File: src/rtl/icache_arbiter.sv
// rtl/icache_arbiter.sv - two-port round-robin arbiter for the instruction cache port with in-order response steering

package icache_arbiter_pkg;
    typedef logic [31:0] memaddr_t;
    typedef logic [31:0] word_t;
endpackage

module icache_arbiter
    import icache_arbiter_pkg::*;
#(
    parameter int DEPTH = 4
) (
    input  logic                       clk_i,
    input  logic                       rst_i,

    input  memaddr_t                   m0_req_addr_i,
    input  logic                       m0_req_valid_i,
    output logic                       m0_req_ready_o,
    output memaddr_t                   m0_resp_addr_o,
    output word_t                      m0_resp_data_o,
    output logic                       m0_resp_valid_o,
    input  logic                       m0_resp_ready_i,

    input  memaddr_t                   m1_req_addr_i,
    input  logic                       m1_req_valid_i,
    output logic                       m1_req_ready_o,
    output memaddr_t                   m1_resp_addr_o,
    output word_t                      m1_resp_data_o,
    output logic                       m1_resp_valid_o,
    input  logic                       m1_resp_ready_i,

    output memaddr_t                   icache_req_addr_o,
    output logic                       icache_req_valid_o,
    input  logic                       icache_req_ready_i,
    input  memaddr_t                   icache_resp_addr_i,
    input  word_t                      icache_resp_data_i,
    input  logic                       icache_resp_valid_i,
    output logic                       icache_resp_ready_o,

    output logic [$clog2(DEPTH+1)-1:0] outstanding_o,
    output logic                       err_o
);

    localparam int PW = $clog2(DEPTH);
    localparam int CW = $clog2(DEPTH + 1);

    // Arbitration state: last granted port and the grant lock held while the
    // cache is looking at a request it has not yet taken.
    logic          last_q;
    logic          lock_q;
    logic          lock_id_q;

    // Order FIFO of owner IDs, one entry per accepted request.
    logic [DEPTH-1:0] own_q;
    logic [PW-1:0]    wr_ptr_q;
    logic [PW-1:0]    rd_ptr_q;
    logic [CW-1:0]    count_q;

    logic          err_q;

    logic          grant;
    logic          grant_valid;
    logic          full;
    logic          empty;
    logic          head;
    logic          push;
    logic          pop;

    // Pick the port presented to the cache: a locked grant wins, otherwise a
    // lone requester, otherwise the port that did not win last time.
    always_comb begin
        grant = 1'b0;
        if (lock_q) begin
            grant = lock_id_q;
        end else if (m0_req_valid_i && m1_req_valid_i) begin
            grant = ~last_q;
        end else if (m1_req_valid_i) begin
            grant = 1'b1;
        end
        grant_valid = grant ? m1_req_valid_i : m0_req_valid_i;
    end

    assign full  = (count_q == CW'(DEPTH));
    assign empty = (count_q == '0);
    assign head  = own_q[rd_ptr_q];

    // Request path; a full FIFO blocks acceptance even if a pop happens in
    // the same cycle so that ready never depends on resp_ready.
    assign icache_req_valid_o = grant_valid & ~full & ~rst_i;
    assign icache_req_addr_o  = grant ? m1_req_addr_i : m0_req_addr_i;
    assign m0_req_ready_o     = ~grant & icache_req_ready_i & ~full & ~rst_i;
    assign m1_req_ready_o     =  grant & icache_req_ready_i & ~full & ~rst_i;
    assign push               = icache_req_valid_o & icache_req_ready_i;

    // Response path; with nothing outstanding the arbiter swallows stray
    // responses instead of stalling the cache.
    assign m0_resp_addr_o      = icache_resp_addr_i;
    assign m0_resp_data_o      = icache_resp_data_i;
    assign m1_resp_addr_o      = icache_resp_addr_i;
    assign m1_resp_data_o      = icache_resp_data_i;
    assign m0_resp_valid_o     = icache_resp_valid_i & ~empty & ~head & ~rst_i;
    assign m1_resp_valid_o     = icache_resp_valid_i & ~empty &  head & ~rst_i;
    assign icache_resp_ready_o = ~rst_i & (empty | (head ? m1_resp_ready_i : m0_resp_ready_i));
    assign pop                 = icache_resp_valid_i & icache_resp_ready_o & ~empty;

    assign outstanding_o = count_q;
    assign err_o         = err_q;

    // Round-robin history and grant lock.
    always_ff @(posedge clk_i or posedge rst_i) begin
        if (rst_i) begin
            last_q    <= 1'b1;
            lock_q    <= 1'b0;
            lock_id_q <= 1'b0;
        end else if (push) begin
            last_q    <= grant;
            lock_q    <= 1'b0;
        end else if (icache_req_valid_o) begin
            lock_q    <= 1'b1;
            lock_id_q <= grant;
        end
    end

    // Owner FIFO: record the granted port on accept, retire on response.
    always_ff @(posedge clk_i or posedge rst_i) begin
        if (rst_i) begin
            own_q    <= '0;
            wr_ptr_q <= '0;
            rd_ptr_q <= '0;
            count_q  <= '0;
        end else begin
            if (push) begin
                own_q[wr_ptr_q] <= grant;
                wr_ptr_q        <= wr_ptr_q + 1'b1;
            end
            if (pop) begin
                rd_ptr_q <= rd_ptr_q + 1'b1;
            end
            case ({push, pop})
                2'b10:   count_q <= count_q + CW'(1);
                2'b01:   count_q <= count_q - CW'(1);
                default: count_q <= count_q;
            endcase
        end
    end

    // Sticky error for a response arriving with no owner on record.
    always_ff @(posedge clk_i or posedge rst_i) begin
        if (rst_i) begin
            err_q <= 1'b0;
        end else if (icache_resp_valid_i && empty) begin
            err_q <= 1'b1;
        end
    end

endmodule

File: config.mk
export PLATFORM = sky130hd
export DESIGN_NAME = icache_arbiter
export DESIGN_NICKNAME = d
export VERILOG_FILES = /design/src/rtl/icache_arbiter.sv
export SDC_FILE = /design/constraint.sdc
export NUM_CORES = 1
export LEC_CHECK = 0
export CORE_AREA = 4 4 116 118
export CTS_CLUSTER_DIAMETER = 60
export CTS_CLUSTER_SIZE = 10
export DETAILED_ROUTE_END_ITERATION = 8
export DIE_AREA = 0 0 120 122
export PLACE_DENSITY = 0.74
export SLEW_MARGIN = 40
export SYNTH_ARGS = -nofsm -noshare
export SYNTH_HDL_FRONTEND = slang
export SYNTH_SLANG_ARGS = --single-unit
File: constraint.sdc
create_clock -name clk_i -period 2.48 [get_ports clk_i]
set_clock_uncertainty 0.05 [all_clocks]
set_input_delay 0.496 -clock clk_i [delete_from_list [all_inputs] [get_ports clk_i]]
set_output_delay 0.496 -clock clk_i [all_outputs]
set_load 0.02 [all_outputs]
After elaboration in Yosys (flattened, before gate mapping)
Index checks and enable logic that the tools add are counted. Widths: inputs -> output; s select.

Flip-flop bits (word level): 15. Input port bits: 136. Output and inout port bits: 170.

Equality and inequality tests: 3. Muxes and demuxes: 14. $lt $le $gt $ge: 3. $add $sub $neg: 4. Bitwise logic cells: 25. Reduce and logical (&&, ||, !) cells: 7.

Operators by type and width (number): $mux 32 (1); $and 1x1->1 (17); $mux 1 (9); $not 1->1 (7); $lt 2x3->1 const B (2); $pmux 3 s2 (1); $add 2x1->2 const B (2); $bwmux 4 (1); $reduce_bool 2->1 (2); $add 3x1->3 const B (1); $eq 3x3->1 const B (1); $logic_and 1x1->1 (3); $logic_not 3->1 (1); $sub 3x1->3 const B (1); $bmux 1 s2 (1); $demux 1 s2 (1); $eq 2x1->1 const B (1); $eq 2x2->1 const B (1); $ge 2x1->1 const B (1); $reduce_and 2->1 (1); $or 1x1->1 (1).

Logic depth before layout (Yosys ltp)
Depth in word-level cells: 9. Gate-level depth with buffers: 10. Mapped depth without buffers: 10.

Least setup slack after synthesis
OpenSTA, ideal clock, no wires.

Path type: input -> register. Start point: in rst_i. End point: reg count_q[2], in the netlist outstanding_o[2]. Slack: 150 ps. Cell stages on the path: 9. Arrival: 2201 ps. Data required time: 2350 ps. Path through: inv_1 -> nand3_1 -> nor2_1 -> ha_1 -> inv_1 -> fa_1 -> xor2_1 -> nor2_1 -> xor2_1.

Word-level cells in the longest chain between the ends: 6. Elaborated cells between the ends (all ways): 10. Those cells by class: eq/ne: 2; mux: 1; bitwise: 6; reduce/logical: 1.

Ends and longest elaborated chain: from (decl) (line 14) `input logic rst_i,`; $not 1->1 (*) (line 103) `assign icache_resp_ready_o = ~rst_i & (empty | (head ? m1_resp_ready_i : m0_resp_ready_i));`; $and 1x1->1 (*) (line 103); $and 1x1->1 (*) (2 in a row) (line 104) `assign pop = icache_resp_valid_i & icache_resp_ready_o & ~empty;`; named net pop (line 67) `logic pop;`; $eq 2x1->1 or $eq 2x2->1 (tied branches) (line 139) `case ({push, pop})`; $pmux 3 s2 or $reduce_bool 2->1 (tied branches); to (signal assigned) (line 140) `2'b10: count_q <= count_q + CW'(1);`; to (signal assigned) (line 141) `2'b01: count_q <= count_q - CW'(1);`; to (signal assigned) (line 142) `default: count_q <= count_q;`; to (decl) (line 57) `logic [CW-1:0] count_q;`.

Mark *: on every way through the listed nets, which the timed path passes. The rest lies on a longest branch. A chain may end at the register's enable or synchronous reset.

Final worst setup path
Start point: reg last_q. End point: out icache_req_addr_o[7].

Word-level cells in the longest chain between the ends: 4.

Ends and longest elaborated chain: from (decl) (line 49) `logic last_q;`; from (signal assigned) (line 116) `last_q <= grant;`; $not 1->1 (line 76) `grant = ~last_q;`; $mux 1 (line 75) `end else if (m0_req_valid_i && m1_req_valid_i) begin`; $mux 1 (line 73) `if (lock_q) begin`; $mux 32 (line 90) `assign icache_req_addr_o = grant ? m1_req_addr_i : m0_req_addr_i;`; to (decl) (line 32) `output memaddr_t icache_req_addr_o,`.

No other way between the ends.

==> summary.md <==
| Metric | Value |
|---|---|
| Outcome | `complete, no violations` |
| Total number of vias | `1489` |
| GP Congestion | `0.692` |
| Placed insts | `408` |
| RSZ-0062 raised after global routing | `true` |
| Die X | `120 um` |
| Initial antenna violation count | `0` |
| Flops & latches, synth | `15` |
| Nets | `389` |
| Synth Warn # | `0` |
| Synth area leaders | `buf_4 42%, dfrtp_1 15%, mux2_2 8.9%` |
| Synth top area share | `0.422` |
| Ports | `306` |
| Synth Cell Area | `0.00228 sq mm` |
| Highest-count cells in the layout ignoring fill and taps | `72 x clkdlybuf4s50_1, 18 x mux2_4, 18 x buf_6` |
| Clock sink count | `15` |
| Drt drc | `0` |
| Final slew viol count | `0` |
| Pwr dens | `1110 mW/mm^2` |
| Mapped Nets | `385` |
| Total Routing Usage GR | `0.0745` |
| FMAX | `412 MHz` |
| Worst-path clk slew | `0.05 ns` |
| Setup ws final | `0.0523 ns` |
| Max clock buf depth | `2` |
| Post-synth EDFFs | `0` |
| Crit-path max FO | `6` |
| Worst Hold Class | `reg2reg` |
| Finished Cell Area | `0.00300 sq mm` |
| Chip height | `122 um` |
| Wire per inst | `14.8 um` |
| Most common cell after layout, fill and taps aside | `clkdlybuf4s50_1` |
| DR pass1 iterations | `4` |
| Global-route wire length before repair | `8.69 mm` |
| Max_slew headroom | `0.724` |
| Max Cap Viol | `0` |
| # diodes | `0` |
| Pre-CTS setup slack | `-0.693 ns` |
| Largest net degree at the start of global routing | `16` |
| Critical path class | `reg2out` |
| Required time worst endpoint | `1.93 ns` |
| Main synth FF type | `dfrtp_1` |
| Port bufs | `113` |
| Initial Utilization | `0.183` |
| Synth cell types | `35` |
| Worst-Skew Late Latency | `0.25 ns` |
| CTS root buf | `clkbuf_16` |
| Tcrit/Tclk final | `0.979` |
| HPWL after detailed placement | `4.93 mm` |
| Seq/Total Area, Yosys | `0.165` |
| TritonCTS Buffers | `3` |
| Yosys top cell by area | `buf_4` |
| Area Growth Syn to Fin | `31.6%` |
| Final setup vio count | `0` |
| Total die area | `0.0146 sq mm` |
| Syn Area/Cell | `9.37 sq um` |
| DRT antenna net count | `0` |
| H-tree depth | `1` |
| Hold_buf cts | `0` |
| Worst Tran Pin Value | `0.413 ns` |
| CORE AREA | `0.0125 sq mm` |
| Post-synth ARST share | `1.00` |
| WL final | `6.19 mm` |
| Final Hold Viols | `0` |
| Via density | `3.56` |
| Tmin final | `2.43 ns` |
| Crit. End Element | `primary output` |
| Final total power | `0.00333 W` |
| Peak supply drop | `0.338 mV` |
| Share of cells above drive strength 1 | `0.431` |
| Fin cells | `418` |
| Post-DP Area | `0.00273 sq mm` |
| Worst setup SP type | `flop` |
| Rows | `41` |
| Post-Synthesis Cells | `243` |
| CTS tree | `yes` |
| Crit path DAT | `1.88 ns` |
| DRT iter0 DRCs | `61` |
| GRT Residual Overflow | `0` |
| Leak Pwr | `1.29 nW` |
| Vias in the first global route | `1652` |
cell type report:
| type | count | area (sq um) |
|---|---|---|
| Multi-Input combinational cell | 85 | 951 |
| Inverter | 9 | 33.8 |
| Clock inverter | 1 | 5.00 |
| Fill cell | 1311 | 9470 |
| Sequential cell | 15 | 377 |
| Timing Repair Buffer | 133 | 1340 |
| Clock buffer | 3 | 75.1 |
| Tap cell | 172 | 215 |
flip-flops by register name (all words and copies together) (netlist names):
name / cells
own_q: 4
outstanding_o: 3
rd_ptr_q: 2
wr_ptr_q: 2
err_o: 1
last_q: 1
lock_id_q: 1
lock_q: 1
logic make-up after synthesis:
group,after synthesis,share of synthesized area
compound gates,20,0.0775
xor+xnor,5,0.0192
fa+ha+maj,6,0.0363
buf+inv,143,0.464
flops,15,0.165
mux,41,0.202
simple gates,13,0.0357
layer usage:
layer	track usage	wire, um
met1	0.0881	2360
met2	0.124	3040
met3	0.0255	631
met4	0.0293	153
met5	0	0
critical path, cell delays in order (launching register included):
cell      delay [ns]
dfstp_2         0.56
a211oi_4        0.08
a21oi_4         0.22
buf_12          0.16
buf_16          0.12
mux2_1          0.34
buf_6           0.14
power breakdown:
group / total (W) / switching, W / internal [W]
logic: 0.00249 / 0.00110 / 0.00140
registers: 0.000521 / 0.000144 / 0.000377
clock network: 0.000314 / 0.0000985 / 0.000215
path summary, 6_finish.rpt:
check | start | endpoint | slack (ns) | depth (start not counted)
worst max register to register | rd_ptr_q[1] | outstanding_o[2] | 0.13 | 10
max in group asynchronous | rst_i | last_q | 1.66 | 4
worst min register to register | err_o | err_o | 0.43 | 1
worst min-delay path | err_o | err_o | 0.43 | 1
worst max-delay path | last_q | icache_req_addr_o[7] | 0.05 | 6
min in group asynchronous | rst_i | wr_ptr_q[1] | 0.48 | 4
cells in the mapped netlist (2+ instances only):
cell and number:
xor2_1 3, inv_1 9, buf_6 2, mux2_4 2
buf_2 2, buf_4 128, mux2i_1 7, mux2_1 14
dfrtp_1 14, xnor2_1 2, a31oi_1 5, or3_1 2
a21oi_1 3, a41oi_1 2, mux2_2 18, ha_1 5
a41oi_2 2, nor2_1 5, nor3b_1 2
stage by stage:
step,TNS [ns],utilization,hold slack (ns)
global route,-0.00572,0.240,0.465
finish,0,0.240,0.434
detailed placement,-23.89,0.219,0.429
global placement,-22.85,0.219,0.411
floorplan,0,-,0.355
CTS,0,0.228,0.443
what timing repair did:
item                       4_1_cts  5_1_grt
buffers inserted                 2        1
setup endpoints to repair       40       33
gates resized for setup        136       66
cloned                           2        1
hold endpoints to repair         0        0
pin swaps                        2        2
Power figures use the tool's default switching activity.
